### src/rtl/jt1942_sndcmd_pkg.sv
// Shared types for the main-CPU to sound-board command path: sender FSM states,
// latch-select encoding and the queued command word layout.
package jt1942_sndcmd_pkg;

  typedef enum logic [1:0] {
    ST_IDLE = 2'd0,
    ST_SEND = 2'd1,
    ST_HOLD = 2'd2
  } snd_state_t;

  localparam logic SEL_LATCH0 = 1'b0;
  localparam logic SEL_LATCH1 = 1'b1;

  typedef struct packed {
    logic       sel;
    logic [7:0] data;
  } snd_cmd_t;

endpackage

### src/rtl/jt1942_sndcmd_fifo.sv
// Small command queue of {sel, data} words with push/pop/flush, advancing on cen.
// Pointers carry one extra wrap bit so full and empty are distinguishable.
module jt1942_sndcmd_fifo
  import jt1942_sndcmd_pkg::*;
#(
  parameter int DEPTH = 4
) (
  input  logic     clk,
  input  logic     rst_n,
  input  logic     cen,
  input  logic     push,
  input  logic     pop,
  input  logic     flush,
  input  snd_cmd_t din,
  output snd_cmd_t dout,
  output logic     full,
  output logic     empty
);

  localparam int AW = $clog2(DEPTH);

  snd_cmd_t      mem [DEPTH];
  logic [AW:0]   wr_ptr;
  logic [AW:0]   rd_ptr;
  logic          do_push;
  logic          do_pop;

  assign full    = (wr_ptr - rd_ptr) == (AW+1)'(DEPTH);
  assign empty   = (wr_ptr == rd_ptr);
  assign do_push = cen && push && !full && !flush;
  assign do_pop  = cen && pop && !empty && !flush;
  assign dout    = mem[rd_ptr[AW-1:0]];

  always_ff @(posedge clk or negedge rst_n) begin
    if (!rst_n) begin
      wr_ptr <= '0;
      rd_ptr <= '0;
    end else if (cen && flush) begin
      wr_ptr <= '0;
      rd_ptr <= '0;
    end else begin
      if (do_push) wr_ptr <= wr_ptr + 1'b1;
      if (do_pop)  rd_ptr <= rd_ptr + 1'b1;
    end
  end

  // Storage carries no reset: an entry is only visible once its pointer has advanced.
  always_ff @(posedge clk) begin
    if (do_push) mem[wr_ptr[AW-1:0]] <= din;
  end

endmodule

### src/rtl/jt1942_sndcmd.sv
// Main-CPU side sound command sender: queues latch writes, replays them as spaced
// one-cen3 latch strobes, and generates snd_int and the sound reset line sres_b.
module jt1942_sndcmd
  import jt1942_sndcmd_pkg::*;
#(
  parameter int DEPTH   = 4,
  parameter int HOLD    = 64,
  parameter int INT_PER = 12500,
  parameter int INT_W   = 32
) (
  input  logic       clk,
  input  logic       rst_n,
  input  logic       cen3,
  input  logic       cpu_wr,
  input  logic       cpu_sel,
  input  logic [7:0] cpu_din,
  input  logic       sres_wr,
  input  logic       sres_din,
  output logic [7:0] main_dout,
  output logic       main_latch0_cs,
  output logic       main_latch1_cs,
  output logic       snd_int,
  output logic       sres_b,
  output logic       full,
  output logic       ovf
);

  localparam int HW  = $clog2(HOLD) + 1;
  localparam int ICW = $clog2(INT_PER);

  snd_state_t     state, state_nx;
  logic [1:0]     cs_q, cs_nx;
  logic [7:0]     dout_nx;
  logic [HW-1:0]  hold_cnt, hold_nx;
  logic [ICW-1:0] int_cnt;
  logic           pop;
  logic           empty;
  snd_cmd_t       fifo_dout;

  jt1942_sndcmd_fifo #(.DEPTH(DEPTH)) u_fifo (
    .clk   (clk),
    .rst_n (rst_n),
    .cen   (cen3),
    .push  (cpu_wr && sres_b),
    .pop   (pop),
    .flush (!sres_b),
    .din   (snd_cmd_t'({cpu_sel, cpu_din})),
    .dout  (fifo_dout),
    .full  (full),
    .empty (empty)
  );

  always_ff @(posedge clk or negedge rst_n) begin
    if (!rst_n) begin
      state     <= ST_IDLE;
      cs_q      <= 2'b00;
      main_dout <= 8'h00;
      hold_cnt  <= '0;
    end else if (cen3) begin
      state     <= state_nx;
      cs_q      <= cs_nx;
      main_dout <= dout_nx;
      hold_cnt  <= hold_nx;
    end
  end

  // The hold ends when the counter steps down to zero, so the next strobe lands HOLD+1 ticks later.
  always_comb begin
    state_nx = state;
    cs_nx    = 2'b00;
    dout_nx  = main_dout;
    hold_nx  = hold_cnt;
    pop      = 1'b0;
    case (state)
      ST_IDLE: begin
        if (!empty) begin
          pop      = 1'b1;
          dout_nx  = fifo_dout.data;
          cs_nx    = (fifo_dout.sel == SEL_LATCH1) ? 2'b10 : 2'b01;
          state_nx = ST_SEND;
        end
      end
      ST_SEND: begin
        hold_nx  = HW'(HOLD - 1);
        state_nx = ST_HOLD;
      end
      ST_HOLD: begin
        hold_nx = hold_cnt - 1'b1;
        if (hold_cnt < HW'(2)) state_nx = ST_IDLE;
      end
      default: state_nx = ST_IDLE;
    endcase
    if (!sres_b) begin
      state_nx = ST_IDLE;
      cs_nx    = 2'b00;
      pop      = 1'b0;
    end
  end

  // Masking with sres_b drops a strobe in flight the moment the sound side is put in reset.
  assign main_latch0_cs = cs_q[0] & sres_b;
  assign main_latch1_cs = cs_q[1] & sres_b;

  always_ff @(posedge clk or negedge rst_n) begin
    if (!rst_n) begin
      sres_b <= 1'b0;
      ovf    <= 1'b0;
    end else if (cen3) begin
      if (sres_wr) sres_b <= sres_din;
      if (!sres_b)              ovf <= 1'b0;
      else if (cpu_wr && full)  ovf <= 1'b1;
    end
  end

  // snd_int follows the count one tick late so it is low straight out of reset.
  always_ff @(posedge clk or negedge rst_n) begin
    if (!rst_n) begin
      int_cnt <= '0;
      snd_int <= 1'b0;
    end else if (cen3) begin
      int_cnt <= (int_cnt == ICW'(INT_PER - 1)) ? '0 : int_cnt + 1'b1;
      snd_int <= (int_cnt < ICW'(INT_W));
    end
  end

endmodule

### config.mk
export PLATFORM = sky130hd
export DESIGN_NAME = jt1942_sndcmd
export DESIGN_NICKNAME = d
export VERILOG_FILES = /design/src/rtl/jt1942_sndcmd_pkg.sv /design/src/rtl/jt1942_sndcmd_fifo.sv /design/src/rtl/jt1942_sndcmd.sv
export SDC_FILE = /design/constraint.sdc
export NUM_CORES = 1
export LEC_CHECK = 0
export CAP_MARGIN = 20
export CORE_UTILIZATION = 30
export DETAILED_ROUTE_END_ITERATION = 7
export PLACE_DENSITY_LB_ADDON = 0.1
export SETUP_SLACK_MARGIN = 0.15
export SLEW_MARGIN = 20
export SYNTH_ARGS = -nofsm -noshare
export SYNTH_HDL_FRONTEND = slang
export SYNTH_SLANG_ARGS = --single-unit
### constraint.sdc
create_clock -name clk -period 3.1 [get_ports clk]
set_input_delay 0.62 -clock clk [delete_from_list [all_inputs] [get_ports clk]]
set_output_delay 0.62 -clock clk [all_outputs]
set_load 0.01 [all_outputs]
; ---- After elaboration in Yosys (flattened, before gate mapping)
; Memories as Yosys holds them, arrays and structs flattened.
; Cells that the tools add are included.
[totals]
regBits = 42
ramBits = 36
input_bits = 15
output_inout_bits = 14
word_cells = 71
memories = 1
[classes]
addsub = 5
magnitude_cmp = 2
eq_ne = 8
n_mux = 21
bitwise = 3
reduce_logical = 21
[memory_table]
columns = memory, words, word_bits, rd, rd_ports_with_merged_regs, wr, line
row1 = u_fifo.mem, 4, 9, 1, 0, 1, jt1942_sndcmd_fifo.sv:22  ; snd_cmd_t mem [DEPTH];
[op_table]
columns = cell, count
row1 = 14-bit by 1-bit adder with 14-bit output (second input constant), 1
row2 = 14-bit equality test (second input constant), 1
row3 = 14-bit by 6-bit < comparator with 1-bit output (second input constant), 1
row4 = 14-bit 2-to-1 mux, 1
row5 = 2-bit 2-to-1 mux, 7
row6 = 7-bit case mux with 2 select lines, 1
row7 = 3-bit 2-to-1 mux, 4
row8 = 1-bit logical AND, 9
row9 = 7-bit by 2-bit < comparator with 1-bit output (second input constant), 1
row10 = 1-bit 2-to-1 mux, 7
row11 = 7-bit by 1-bit subtractor with 7-bit output (second input constant), 1
row12 = 3-bit by 1-bit adder with 3-bit output (second input constant), 2
row13 = 3-bit != test (second input constant), 2
row14 = 2-bit case mux with 3 select lines, 1
row15 = 2-bit AND reduction, 3
row16 = 3-bit AND reduction, 2
row17 = 2-bit nonzero test, 3
row18 = 3-bit equality test, 1
row19 = 3-bit equality test (second input constant), 1
row20 = 1-bit zero test, 3
row21 = 3-bit subtractor, 1
row22 = 1-bit AND, 2
row23 = 2-bit by 1-bit equality test with 1-bit output (second input constant), 1
row24 = 2-bit equality test (second input constant), 1
row25 = 3 further kinds, 3

; ---- Depth between registers and ports, before layout
; Gate-level depths: netlist (run 1).
[logic_depth]
ltp_word = 9
depth_mapped = 9
ltp_nobuf = 6

; ---- Cells and area by module
; Synthesis (run 1) repeated with hierarchy kept, for this count alone.
[hier_totals]
hier_cells = 276
hier_area_um2 = 3604.7
[modules_own_cells]
columns = mod, instances, cells_each, area_each_um2, seq_area_each_um2
row1 = jt1942_sndcmd_fifo, 1, 101, 1810.5, 1231.2
row2 = jt1942_sndcmd, 1, 175, 1794.2, 900.9

; ---- Worst setup path before layout (run 1)
; No wires, ideal clock.
[synth_timing]
kind = reg-to-reg
start = reg u_fifo.rd_ptr[1]
end = mem u_fifo.mem[0][0] (netlist name), enable pin
setup_ns = 0.337
arrival_ns = 2.018
t_required_ns = 2.763
path_slack_ns = 0.745
path_stages_with_launch = 8
n_path_buf = 2
period_less_slack_ns = 2.355
cell_sequence = dfrtp_1 > clkbuf_1 > inv_1 > ha_1 > and2_1 > clkbuf_1 > a21oi_1 > and2_1
[synth_between]
elab_chain_len = 7
[synth_lines]
columns = element, line
row1 = from (decl), jt1942_sndcmd_fifo.sv:24  ; logic [AW:0] rd_ptr;
row2 = from (signal assigned), jt1942_sndcmd_fifo.sv:43  ; if (do_pop) rd_ptr <= rd_ptr + 1'b1;
row3 = 3-bit subtractor, jt1942_sndcmd_fifo.sv:28  ; assign full = (wr_ptr - rd_ptr) == (AW+1)'(DEPTH);
row4 = 3-bit equality test, jt1942_sndcmd_fifo.sv:28
row5 = 1-bit zero test, jt1942_sndcmd_fifo.sv:30  ; assign do_push = cen && push && !full && !flush;
row6 = 1-bit logical AND (2 in a row), jt1942_sndcmd_fifo.sv:30
row7 = 1-bit 2-to-1 mux, jt1942_sndcmd_fifo.sv:49  ; if (do_push) mem[wr_ptr[AW-1:0]] <= din;
row8 = 1-bit 2-to-1 mux (implied by the code), jt1942_sndcmd_fifo.sv:49
row9 = to (decl), jt1942_sndcmd_fifo.sv:22
; Every way passes these cells.

; ---- Worst setup path after layout (run 1)
[layout_timing]
start = reg u_fifo.wr_ptr[0]
end = out full
[layout_between]
elab_chain_len = 2
[layout_lines]
columns = element, line
row1 = from (decl), jt1942_sndcmd_fifo.sv:23  ; logic [AW:0] wr_ptr;
row2 = from (signal assigned), jt1942_sndcmd_fifo.sv:42  ; if (do_push) wr_ptr <= wr_ptr + 1'b1;
row3 = 3-bit subtractor, jt1942_sndcmd_fifo.sv:28
row4 = 3-bit equality test, jt1942_sndcmd_fifo.sv:28
row5 = to (decl), jt1942_sndcmd.sv:24  ; output logic full,
; Every way passes these cells.

==> qor.yml, run 1 <==
run_status:
  status: "finished, violations left"
  failed_checks: "DRC"
clocking:
  post_cts_resize_count: 0
  cts-root-buf: "clkbuf_16"
  clockBufferDepth: 2
  cts_tree: "yes"
  cts_sinks: 78
  postCtsHoldBufs: 0
  cts_max_level: 3
  path_clk_slew_ns: 0.06
  clk_latency_ns: 0.34
  postCtsSetupBuffers: 0
  numCtsBuffers: 9
yosys:
  synth_fp_nets: 307
  syn_area_um2: 3608
  ys_top_cells_by_area: "edfxtp_1 (30%), dfrtp_1 (29%), mux4_2 (5.6%)"
  syn_inst: 280
  yosysTopAreaCell: "edfxtp_1"
  ys.flop_type: "dfrtp_1"
  syn_avg_cell_area_um2: 12.89
  yosysTopAreaCellShare_pct: 29.96
  ys_warn_count: 0
  yosysUniqueCellTypes: 46
  ys_seq_elements: 78
  synth_edf_count: 36
  synth.yosys.seq_area_share_pct: 59.08
  async_flop_share_pct: 53.85
grt:
  antenna_found_initial: 0
  track_usage_pct: 12.66
  grt_first_pass_wirelength_mm: 11.83
  grt_start_max_net_pins: 43
  globalRouteOverflowTotal: 0
  grt_pass1_vias: 2338
route:
  drt-pass1-iter-count: 6
  vias_per_cell: 4.839
  drt_iter0_drc: 65
  vias: 2221
  antenna_left: 0
  wl_per_cell_um: 15.38
  wl_mm: 7.061
  remaining_drc_errors: 1
placed_design:
  dp.cells: 443
  portBuffers: 28
  gp_congestion: 0.7382
  dpl.hpwl_mm: 4.650
finish:
  layoutNonFillerInstCount: 459
  num_antenna_cells: 0
  area_delta_synth_final_pct: 19.94
  final_cell_mix: "dfrtp_1 (42), edfxtp_1 (36), clkdlybuf4s50_1 (27)"
  layout_commonest_cell: "dfrtp_1"
  fin_util_pct: 37.42
  drive_above_1_share_pct: 14.56
  nets: 338
worst_setup_path:
  crit_required_ns: 2.48
  cp_max_fo: 5
  critPathLaunch: "u_fifo.wr_ptr[0]$_DFFE_PN0P_"
  criticalPathCategory: "reg -> out"
  r2r-start: "u_fifo.wr_ptr[0]$_DFFE_PN0P_"
  start_kind: "register"
  cp-end-kind: "output port"
  arrival_ns: 2.03
timing:
  finalCritPeriodShare_pct: 85.60
  setup_viol: 0
  rsz0062_at_grt: "no"
  timing.setup.tns_ns: 0
  fmaxAchievable_ghz: 0.3769
  slew_viol_final: 0
  min_period_ns: 2.653
  final_hold_viol_count: 0
  skew_ns: 0.004546
  tightest_slew_ns: 0.5898
  max-slew-margin-rel_pct: 60.68
floorplan:
  io_pins: 29
  fp.dieW_um: 111.7
  fp-row-count: 39
  die_y_um: 111.7
  dieArea_um2: 12470
  start_util_pct: 31.20
  core-area_um2: 11560
power:
  irDropWorstVdd_v: 0.0003665
  p_leak_nw: 1.638
  power_w: 0.003527
  power.density_nw_per_um2: 815.0
job:
  maxCapViolations: 0
min_path:
  min_path_type: "in -> async"
## critical path: stages, from the launching register on
cell	delay (ns)
dfrtp_1	0.43
inv_1	0.13
ha_1	0.15
nor2b_1	0.22
xor2_1	0.12
nor2_1	0.10
clkdlybuf4s50_1	0.54
## final timing paths
path | endpoint | slack, ns | cells after the start
max reg2reg | u_fifo.mem[0][4]$_DFFE_PP_ | 0.76 | 5
min reg2reg | ovf$_DFFE_PN0P_ | 0.50 | 1
max | full | 0.45 | 6
min in group clk | ovf$_DFFE_PN0P_ | 0.50 | 1
min | snd_int$_DFFE_PN0P_ | 0.28 | 1
max in group asynchronous | hold_cnt[4]$_DFFE_PN0P_ | 2.42 | 1
## cells by family after synthesis
kind of cell	share of synthesized area, %
AO/OA/AOI/OAI	6.831
XOR/XNOR	3.121
adder cells (fa/ha/maj)	4.161
buffers and inverters	3.155
flip-flops	59.08
multiplexers	10.99
AND/OR/NAND/NOR	12.66
## cells in the mapped netlist (all sizes together), types with 2 or more instances
master,n
dfrtp,42
o31ai,2
a21oi,6
nor3,7
o21ai,3
mux2,11
nand3,9
clkbuf,7
o211ai,2
edfxtp,36
buf,5
inv,17
mux4,9
nand2b,3
or4,3
nand4,10
xor2,2
ha,12
xnor2,10
nand2,25
o22ai,4
a21o,2
and2,8
a31oi,5
and3,2
mux2i,7
nor2b,2
nor2,14
nor4,3
## metrics by stage
stage	instance area [µm²]	hold slack (ns)	setup WS [ns]
floorplan	3608	0.3244	0.7450
global placement	4043	0.4801	0.5315
detailed placement	4043	0.4900	0.4978
CTS	4325	0.5041	0.4029
global route	4328	0.3341	0.3011
finish	4328	0.2792	0.4465
## registers in the layout, indices dropped and copies added, names as in the netlist
name / cells
int_cnt: 14
u_fifo.mem: 36
sres_b: 1
hold_cnt: 7
u_fifo.wr_ptr: 3
ovf: 1
snd_int: 1
state: 2
main_dout: 8
cs_q: 2
u_fifo.rd_ptr: 3
## where the power goes
part           total (W)  switching (W)  leakage (nW)  internal [W]
Clock            0.00101       0.000453         0.134      0.000553
Sequential       0.00146       0.000178         0.831       0.00128
Combinational    0.00106       0.000522         0.673      0.000539
## area by class of cell
class | count | area (µm²)
clock buffers | 9 | 225.2
clock inverters | 7 | 57.56
inverters | 17 | 63.81
fillers | 1105 | 7237
repair buffers | 32 | 307.8
well taps | 143 | 178.9
flip-flops and latches | 78 | 2132
multi-input cells | 173 | 1363
## metal layers
| metal | vias to the layer above | part of all wire (%) | global-route usage (%) |
|---|---|---|---|
| met5 | - | 0 | 0 |
| li1 | 1087 | - | - |
| met4 | 0 | 1.7 | 5.946 |
| met3 | 8 | 3.1 | 4.028 |
| met2 | 29 | 47 | 20.21 |
| met1 | 1097 | 48 | 15.59 |
No activity file was read; power rests on OpenSTA's default activity.
==> inputs of run 2 (changes only) <==
Settings changed: CORE_UTILIZATION 30 to 55.
==> run 2 against run 1 <==
First-iteration DRC count is 92% higher. Via count is 0.32% lower. Global-route usage is 6.8 points higher. Clock skew is 0.0040 ns higher. Sequential power hardly changed. Largest power group unchanged. Clock-buffer cell count stayed put. Largest cell class unchanged. The run now ends clean. Core utilization is 28 points higher.
==> qor.yml, run 2 (synthesis results as in run 1) <==
timing:
  final_hold_viol_count: 0  # unchanged
  rsz0062_at_grt: "no"
  min_period_ns: 2.640  # -0.01308 ns
  tightest_slew_ns: 0.5523  # -0.03746 ns
  finalCritPeriodShare_pct: 85.17  # -0.42 points
  slew_viol_final: 0  # unchanged
  setup_viol: 0  # unchanged
  max-slew-margin-rel_pct: 63.18  # +2.5 points
  skew_ns: 0.008526  # +0.003981 ns
  timing.setup.tns_ns: 0  # unchanged
  timing.hold.ws_ns: 0.2539  # -0.02531 ns
  fmaxAchievable_ghz: 0.3787  # +0.50%
clocking:
  cts-root-buf: "clkbuf_8"
  cts_sinks: 78  # unchanged
  post_cts_resize_count: 0  # unchanged
  postCtsSetupBuffers: 0  # unchanged
  path_clk_slew_ns: 0.08  # +0.02 ns
  numCtsBuffers: 9  # unchanged
  clockBufferDepth: 2  # unchanged
  cts_max_level: 3  # unchanged
  cts_tree: "yes"
  postCtsHoldBufs: 0  # unchanged
  clk_latency_ns: 0.35  # about the same
floorplan:
  die_y_um: 83  # -26%
  io_pins: 29  # unchanged
  dieArea_um2: 6889  # -45%
  fp-row-count: 29  # -26%
  fp.dieW_um: 83  # -26%
  core-area_um2: 6350  # -45%
  start_util_pct: 56.83  # +26 points
route:
  wl_mm: 6.119  # -13%
  vias_per_cell: 5.648  # +17%
  antenna_left: 0  # unchanged
  drt-pass1-iter-count: 4  # -2
  vias: 2214  # -0.32%
  wl_per_cell_um: 15.61  # +1.5%
  drt_iter0_drc: 125  # +92%
  remaining_drc_errors: 0  # -1
worst_setup_path:
  crit_family: "buffers and inverters"
  start_kind: "register"
  max_stage_delay_ns: 0.54  # about the same
  cp_max_fo: 5  # unchanged
  worst_path_max_delay_cell: "clkdlybuf4s50_1"
  cp-end-kind: "output port"
  crit_chain: "inv_1, ha_1, nor2b_1, xor2_1, nor2_1, clkdlybuf4s50_1"
  arrival_ns: 2.02  # about the same
  r2r_slack_ns: 0.81  # +0.05 ns
  crit_required_ns: 2.48  # about the same
  crit_buf_inv: 2  # unchanged
  criticalPathCategory: "reg -> out"
power:
  power_w: 0.003273  # -7.2%
  p_leak_nw: 1.592  # -2.8%
  power.density_nw_per_um2: 787.2  # -3.4%
  irDropWorstVdd_v: 0.0005290  # +44%
finish:
  layout_commonest_cell: "dfrtp_1"
  drive_above_1_share_pct: 14.29  # -0.27 points
  area_delta_synth_final_pct: 15.22
  largest_reg_flops: 36  # unchanged
  finalInstanceArea_um2: 4158  # -3.9%
  num_antenna_cells: 0  # unchanged
  layoutNonFillerInstCount: 392  # -15%
  final_cell_mix: "dfrtp_1 (42), edfxtp_1 (36), clkdlybuf4s50_1 (27)"
  fill_cells: 483  # -56%
  nets: 337  # -0.30%
job:
  maxCapViolations: 0  # unchanged
placed_design:
  dpl.hpwl_mm: 4.052  # -13%
  gp_congestion: 0.7543  # +2.2%
  portBuffers: 28  # unchanged
  placed_area_um2: 3953  # -2.2%
  dp.cells: 376  # -15%
grt:
  grt_pass1_vias: 2219  # -5.1%
  track_usage_pct: 19.49  # +6.8 points
  globalRouteOverflowTotal: 0  # unchanged
  grt_first_pass_wirelength_mm: 10.37  # -12%
  antenna_found_initial: 0  # unchanged
  grt_start_max_net_pins: 43  # unchanged
run_status:
  status: "finished, final reports clean"
min_path:
  min_path_type: "in -> async"
run 2: cell types whose count changed in the layout (fill, tap and decap cells not counted), sizes merged:
cell	delta
clkinv	-2
clkinvlp	+1
buf	-1
bufinv	+1
run 2: metrics by stage:
stage	util, %	setup slack, ns
after floorplan	-	0.7450
after global placement	62.25	0.5679
after detailed placement	62.25	0.5554
after CTS	65.44	0.4244
after global routing	65.48	0.3221
final	65.48	0.4596
run 2: final timing paths:
kind	from	endpoint	cells past startpoint
max in group asynchronous	rst_n	int_cnt[9]$_DFFE_PN0P_	1
worst min-delay path	rst_n	hold_cnt[2]$_DFFE_PN0P_	1
worst max-delay path	u_fifo.wr_ptr[0]$_DFFE_PN0P_	full	6
worst min register to register	ovf$_DFFE_PN0P_	ovf$_DFFE_PN0P_	1
worst max register to register	u_fifo.wr_ptr[0]$_DFFE_PN0P_	u_fifo.mem[0][5]$_DFFE_PP_	5
min in group clk	ovf$_DFFE_PN0P_	ovf$_DFFE_PN0P_	1
run 2: cell type report:
cell class              instances  area (µm²)  area share (%)
well taps                      77       96.34           2.317
clock buffers                   9       123.9           2.979
flip-flops and latches         78        2132           51.28
multi-input cells             173        1363           32.77
clock inverters                 7       78.83           1.896
inverters                      17       63.81           1.535
repair buffers                 31       300.3           7.222
run 2: per-layer routing:
metal / vias to the layer above / track usage, % / share of wire, %
li1: 1085 / - / -
met1: 1093 / 24.81 / 46
met2: 28 / 32.56 / 50
met3: 8 / 3.280 / 2.0
met4: 0 / 9.404 / 1.8
met5: - / 0 / 0
run 2: power breakdown:
part           switching [W]  internal [W]  total [W]
combinational       0.000502      0.000536    0.00104
sequential          0.000183       0.00128    0.00146
clock               0.000392      0.000380   0.000772
total                0.00108       0.00220    0.00327
==> inputs of run 3 (changes only) <==
Settings changed: HOLD_SLACK_MARGIN from default to 0.06.
==> results of run 3 <==
Same layout as run 2: the final DEF is identical, and so are final timing and power.
